**src/rtl/hazard_pkg.sv**
```systemverilog
// hazard_pkg: shared widths and helpers for the hazard unit and its statistics counters.
package hazard_pkg;
    localparam int REG_W = 4;
    localparam int CNT_W = 16;

    // Counts up by one and holds at all-ones instead of wrapping.
    function automatic logic [CNT_W-1:0] sat_inc(input logic [CNT_W-1:0] cnt);
        return &cnt ? cnt : cnt + 1'b1;
    endfunction
endpackage

```
**src/rtl/hazard_cnt.sv**
```systemverilog
// hazard_cnt: saturating event counter, built only when HAZARD_STATS_EN is defined.
`ifdef HAZARD_STATS_EN
module hazard_cnt
    import hazard_pkg::*;
(
    input  logic             clk_i,
    input  logic             rst_i,
    input  logic             inc_i,
    output logic [CNT_W-1:0] cnt_o
);
    always_ff @(posedge clk_i)
        if (rst_i) cnt_o <= '0;
        else if (inc_i) cnt_o <= sat_inc(cnt_o);
endmodule
`endif

```
**src/rtl/hazard.sv**
```systemverilog
// hazard: load-use stall, JR and branch-misprediction hazard detection.
// HAZARD_STATS_EN adds four saturating event counters.
module hazard
    import hazard_pkg::*;
(
    input  logic             clk_i,
    input  logic             rst_i,
    input  logic             memtoreg_i,
    input  logic             memread_i,
    input  logic [REG_W-1:0] regdst_i,
    input  logic [REG_W-1:0] regsrc1_i,
    input  logic [REG_W-1:0] regsrc2_i,
    input  logic             isjump_i,
    input  logic             ifbranch_i,
    input  logic             prediction_i,
    output logic             stall_LW_o,
    output logic             jr_o,
    output logic             prewrong_o,
    output logic             precorrc_o
`ifdef HAZARD_STATS_EN
    ,
    output logic [CNT_W-1:0] stall_cnt_o,
    output logic [CNT_W-1:0] jr_cnt_o,
    output logic [CNT_W-1:0] wrong_cnt_o,
    output logic [CNT_W-1:0] corr_cnt_o
`endif
);
    logic load, used, wrong, stall;

    always_comb begin
        load  = memread_i & memtoreg_i;
        used  = (regdst_i == regsrc1_i) | (regdst_i == regsrc2_i);
        wrong = prediction_i ^ ifbranch_i;
        // A misprediction flush wins over the load-use stall.
        stall = load & used & ~wrong;
        stall_LW_o = ~rst_i & stall;
        jr_o       = ~rst_i & isjump_i & ~stall & ~wrong;
        prewrong_o = ~rst_i & wrong;
        precorrc_o = ~rst_i & prediction_i & ifbranch_i;
    end

`ifdef HAZARD_STATS_EN
    hazard_cnt u_stall_cnt (.clk_i(clk_i), .rst_i(rst_i), .inc_i(stall_LW_o), .cnt_o(stall_cnt_o));
    hazard_cnt u_jr_cnt    (.clk_i(clk_i), .rst_i(rst_i), .inc_i(jr_o),       .cnt_o(jr_cnt_o));
    hazard_cnt u_wrong_cnt (.clk_i(clk_i), .rst_i(rst_i), .inc_i(prewrong_o), .cnt_o(wrong_cnt_o));
    hazard_cnt u_corr_cnt  (.clk_i(clk_i), .rst_i(rst_i), .inc_i(precorrc_o), .cnt_o(corr_cnt_o));
`else
    logic unused_clk;
    assign unused_clk = clk_i;
`endif
endmodule

```
**config.mk**
```make
export PLATFORM = sky130hd
export DESIGN_NAME = hazard
export DESIGN_NICKNAME = d
export VERILOG_FILES = /design/src/rtl/hazard_pkg.sv /design/src/rtl/hazard_cnt.sv /design/src/rtl/hazard.sv
export SDC_FILE = /design/constraint.sdc
export NUM_CORES = 1
export LEC_CHECK = 0
export CORE_AREA = 2 2 39 41
export DETAILED_ROUTE_END_ITERATION = 10
export DIE_AREA = 0 0 41 43
export SYNTH_ARGS = -nofsm -noshare
export SYNTH_HDL_FRONTEND = slang
export SYNTH_SLANG_ARGS = --single-unit
```
**constraint.sdc**
```tcl
create_clock -name vclk -period 0.93
set_input_delay 0.093 -clock vclk [all_inputs]
set_output_delay 0.093 -clock vclk [all_outputs]
set_load 0.01 [all_outputs]
```
==> results of run 1 <==
-- placed cells by master (no fill, tap or decap) --
cell / netlist / routed
buf_2: 0 / 11
xor2_1: 8 / 5
xor2_2: 0 / 3
clkbuf_2: 0 / 3
clkdlybuf4s50_1: 0 / 3
buf_4: 0 / 3
nor4_2: 0 / 2
nor2_1: 3 / 2
buf_6: 0 / 2
xnor2_2: 1 / 1
o2111ai_2: 0 / 1
and4b_1: 1 / 1
nor2_2: 0 / 1
nand2_1: 1 / 1
clkdlybuf4s15_1: 0 / 1
dlygate4sd2_1: 0 / 1
buf_8: 0 / 1
-- through the flow --
stage               cell area (um2)  hold WS (ps)   util  setup TNS [ps]
detailed placement              380          1190  0.275           -3060
finish                          375           512  0.271            -546
global placement                380          1190  0.275           -3070
CTS                             374           517  0.270            -619
global route                    375           557  0.271            -705
floorplan                       133           234      -           -24.0
-- tightest hold or removal path, cell delays in order --
cell and delay, ps:
buf_2 120, nand2_1 50, nor2_1 30, buf_2 120
-- cells by family (layout without fill, tap and decap cells) --
kind of cell / count (synthesis) / after routing / synth area share
and+or+nand+nor: 7 / 7 / 0.283
xor gates and xnor gates: 9 / 9 / 0.651
buffers and inverters: 0 / 25 / 0
AOI/OAI and AO/OA: 1 / 1 / 0.0660
-- final timing paths --
path	start	to	slack (ps)
setup / recovery	regdst_i[0]	jr_o	-320
hold / removal	ifbranch_i	precorrc_o	510
-- report_power, final --
part	switching (uW)	leakage, uW	total [uW]	internal [uW]
clock network	0	0	0	0
registers	0	0	0	0
logic	63.3	0.000178	158	94.9
total	63.3	0.000178	158	94.9
-- final cells by class --
cell class / count / area, um2 / area share
tap: 16 / 20.0 / 0.0533
timing repair buffer: 25 / 179 / 0.477
multi-input combinational: 17 / 176 / 0.470
-- routing by layer --
layer  vias to the layer above  share of wire
met5                         -              0
met4                         0              0
met3                         0           0.13
met2                        16           0.48
met1                        87           0.39
li1                        108              -
-- timing repair --
item	in CTS	in global routing
gates resized for setup	70	8
pin swaps	11	8
setup buffers	2	0
hold endpoints to repair	0	0
endpoints found under the setup margin	4	3
==> impl_metrics.tcl, run 1 <==
set metrics [dict create \
    status "finished with violations" \
    violations "negative setup slack" \
    dp_worst_setup_slack_ps -1050 \
    drive_gt1_frac 0.667 \
    use_met3 0.00524 \
    synth_area_um2 133 \
    syn-mean-instance-area_um2 7.80 \
    cap_viol_max_count 0 \
    holdCritPathClass "in -> out" \
    arrival_ps 1160 \
    cp.required_ps 840 \
    min_period_ps 1250 \
    grt_usage 0.0561 \
    yosysMostFrequentCell "xor2_1" \
    io_pins 23 \
    place_inst 56 \
    synth_top_area_share 0.528 \
    finalHoldViolCount 0 \
    endpoint_kind "output port" \
    fin_cells 58 \
    path_cells "buf_8 > xor2_2 > nor4_2 > o2111ai_2 > and4b_1 > buf_2" \
    die_w_um 41 \
    synth_nets 36 \
    busiest_layer "met2" \
    first_pass_iters 1 \
    total_power_uw 158 \
    design.seq.count 0 \
    n_clock_buffer 0 \
    dieArea_um2 1760 \
    fillers 158 \
    rsz0062_at_grt "yes" \
    path_buf_inv 2 \
    grt_overflow 0 \
    worstSetupStartpointType "input pin" \
    drtAntennaViolNets 0 \
    power_density_nw_per_um2 421 \
    wl_per_cell_um 8.22 \
    first_global_vias 201 \
    path_class "in -> out" \
    holdPathStages 4 \
    antenna_found_initial 0 \
    slowest_delay_ps 300 \
    routed_wl_um 477 \
    regArea_um2 0 \
    grt_max_degree 4 \
    rows 14 \
    ir_drop_mv 0.110 \
    dp_hpwl_um 422 \
    yosysTopAreaCell "xor2_1" \
    fin_ws_ps -318 \
    syn_inst 17 \
    core-area_um2 1380 \
    io_buffers 22 \
    drv_slew 0 \
    die_h_um 43 \
    p_leak_uw 0.000178 \
    cp_slowest_cell "nor4_2" \
    drc 0 \
    synth_common_cells "xor2_1, nor2_1, nor4_1" \
    critPathTopFamily "simple AND/OR/NAND/NOR gates" \
    tightestPinTransition_ps 254 \
    fin_nets 63 \
    ys_warn_count 0 \
    vias 211 \
    avgViaCountPerCell 3.64 \
    post-route-period-util 1.34 \
    slew_headroom 0.829 \
    gp_congestion 0.578 \
    max_freq_mhz 801 \
    grtUsageMet2 0.109 \
    ctsHoldBuffers 0 \
    yosysSeqAreaShare 0 \
    setup_viol 2 \
    grt_util_met1 0.0637 \
    antennaDiodeCount 0 \
    critical_path_cell_count 6 \
    path_max_fanout 2 \
    synth_cell_types 7 \
    syn2layout_area_growth_pct 183 \
    start_util 0.0958 \
    synth.area.top_cells "xor2_1, xnor2_2, nor4_1" \
    drt_iter0_drc 0 \
    grt_pass1_wl_um 724 \
]
Power figures use the tool's default switching activity.
==> run 2, diff against run 1 <==
Settings changed: PLACE_DENSITY_LB_ADDON set to 0.1.
==> run 2 against run 1 <==
Effect of this change:
- the run still ends with negative setup slack left
- die area did not move
- setup slack improved by 12 ps
- hold slack improved by 77 ps
- power fell by 9.2%
- sequential cell count did not move
- final cell count fell by 3.4%
- utilization fell by 1.1 points
- first-iteration DRC count did not move
- global-route usage rose by 0.79 points
- clock-buffer cell count did not move
- critical endpoint unchanged
==> impl_metrics.tcl, run 2 (same netlist as run 1, synthesis figures left out) <==
set metrics [dict create \
    post-route-period-util 1.33 \
    grt_max_degree 4 \
    p_int_uw 86.6 \
    core-area_um2 1380 \
    rsz0062_at_grt "yes" \
    start_util 0.0958 \
    gp_congestion 0.569 \
    grt_pass1_wl_um 821 \
    drv_slew 0 \
    drt_iter0_drc 0 \
    vias 210 \
    io_pins 23 \
    first_pass_iters 1 \
    regArea_um2 0 \
    grt_overflow 0 \
    switchingPower_uw 57.0 \
    dieArea_um2 1760 \
    hold_end "stall_LW_o" \
    seq_power_share 0 \
    fin_cells 56 \
    drive_gt1_frac 0.525 \
    grt_usage 0.0639 \
    fin_hold_ws_ps 590 \
    cp.required_ps 840 \
    status "finished with violations" \
    endpoint_kind "output port" \
    die_h_um 43 \
    layout_commonest_cell "buf_2" \
    antenna_found_initial 0 \
    fin_nets 61 \
    power_density_nw_per_um2 399 \
    final_cell_mix "buf_2, xor2_1, buf_6" \
    io_buffers 22 \
    path_cells "buf_6 > xor2_2 > nor4_2 > o2111ai_1 > and4b_1 > buf_2" \
    place_inst 56 \
    n_clock_buffer 0 \
    avgViaCountPerCell 3.75 \
    path_buf_inv 2 \
    ir_drop_mv 0.0968 \
    path_class "in -> out" \
    combPwrFrac 1.000 \
    holdPathStages 3 \
    min-delay-start "rst_i" \
    fin_ws_ps -306 \
    die_w_um 41 \
    worstSetupStartpointType "input pin" \
    drc 0 \
    arrival_ps 1140 \
    fillers 163 \
    path_max_fanout 2 \
    design.seq.count 0 \
    slew_headroom 0.840 \
    critPathTopFamily "simple AND/OR/NAND/NOR gates" \
    wl_per_cell_um 8.96 \
    holdCritPathClass "in -> out" \
    clockPowerShare 0 \
    syn2layout_area_growth_pct 172 \
    setup_viol 2 \
    cap_viol_max_count 0 \
    min_period_ps 1240 \
    dp_hpwl_um 432 \
    finalHoldViolCount 0 \
    antennaDiodeCount 0 \
    cts_setup_buffers 0 \
    first_global_vias 229 \
    swShare 0.397 \
    slowest_delay_ps 290 \
    violations "negative setup slack" \
    tightestPinTransition_ps 238 \
    routed_wl_um 502 \
    drtAntennaViolNets 0 \
    max_freq_mhz 809 \
    cp_slowest_cell "nor4_2" \
    rows 14 \
    p_leak_uw 0.000171 \
]
-- run 2: area by class of cell --
type                       count  area (um2)  area share
multi-input combinational     17         160       0.444
tap                           16        20.0      0.0556
timing repair buffer          23         180       0.500
-- run 2: worst max path at each step --
| stage | slack [ps] | depth (start not counted) | startpoint | endpoint |
|---|---|---|---|---|
| 3_5_place_dp | -1100 | 6 | regdst_i[0] | jr_o |
| 3_3_place_gp | -1090 | 6 | regdst_i[0] | jr_o |
| 2_1_floorplan | -20 | 4 | regdst_i[0] | jr_o |
| 5_1_grt | -390 | 6 | regsrc1_i[2] | jr_o |
| 4_1_cts | -340 | 6 | regsrc2_i[2] | jr_o |
| 6_report | -310 | 6 | regsrc1_i[2] | jr_o |
-- run 2: tightest hold or removal path: stages --
cell and delay, ps:
dlygate4sd2_1 230, nor2_1 40, buf_2 130
-- run 2: repair_timing --
action	4_1_cts	5_1_grt
hold buffers	0	0
gates resized for setup	64	5
setup endpoints to repair	4	3
pin swaps	13	5
-- run 2: metal layers --
metal	wire length, um	track usage
met5	0	0
met4	0	0
met3	85	0
met2	238	0.128
met1	178	0.0728
-- run 2: power by group through the flow --
stage / Combinational (uW) / Clock [uW] / Sequential, uW
finish: 144 / 0 / 0
global route: 158 / 0 / 0
CTS: 142 / 0 / 0
detailed placement: 155 / 0 / 0
global placement: 154 / 0 / 0
floorplan: 43.1 / 0 / 0
-- run 2: stage by stage --
step / area, um2 / utilization / total power (uW) / setup TNS [ps] / worst slack, ps
3_5_place_dp: 380 / 0.275 / 155 / -3180 / -1100
5_1_grt: 360 / 0.260 / 158 / -750 / -392
2_1_floorplan: 133 / - / 43.1 / -24.0 / -24.0
4_1_cts: 355 / 0.257 / 142 / -569 / -342
6_report: 360 / 0.260 / 144 / -525 / -306
3_3_place_gp: 380 / 0.275 / 154 / -3170 / -1090
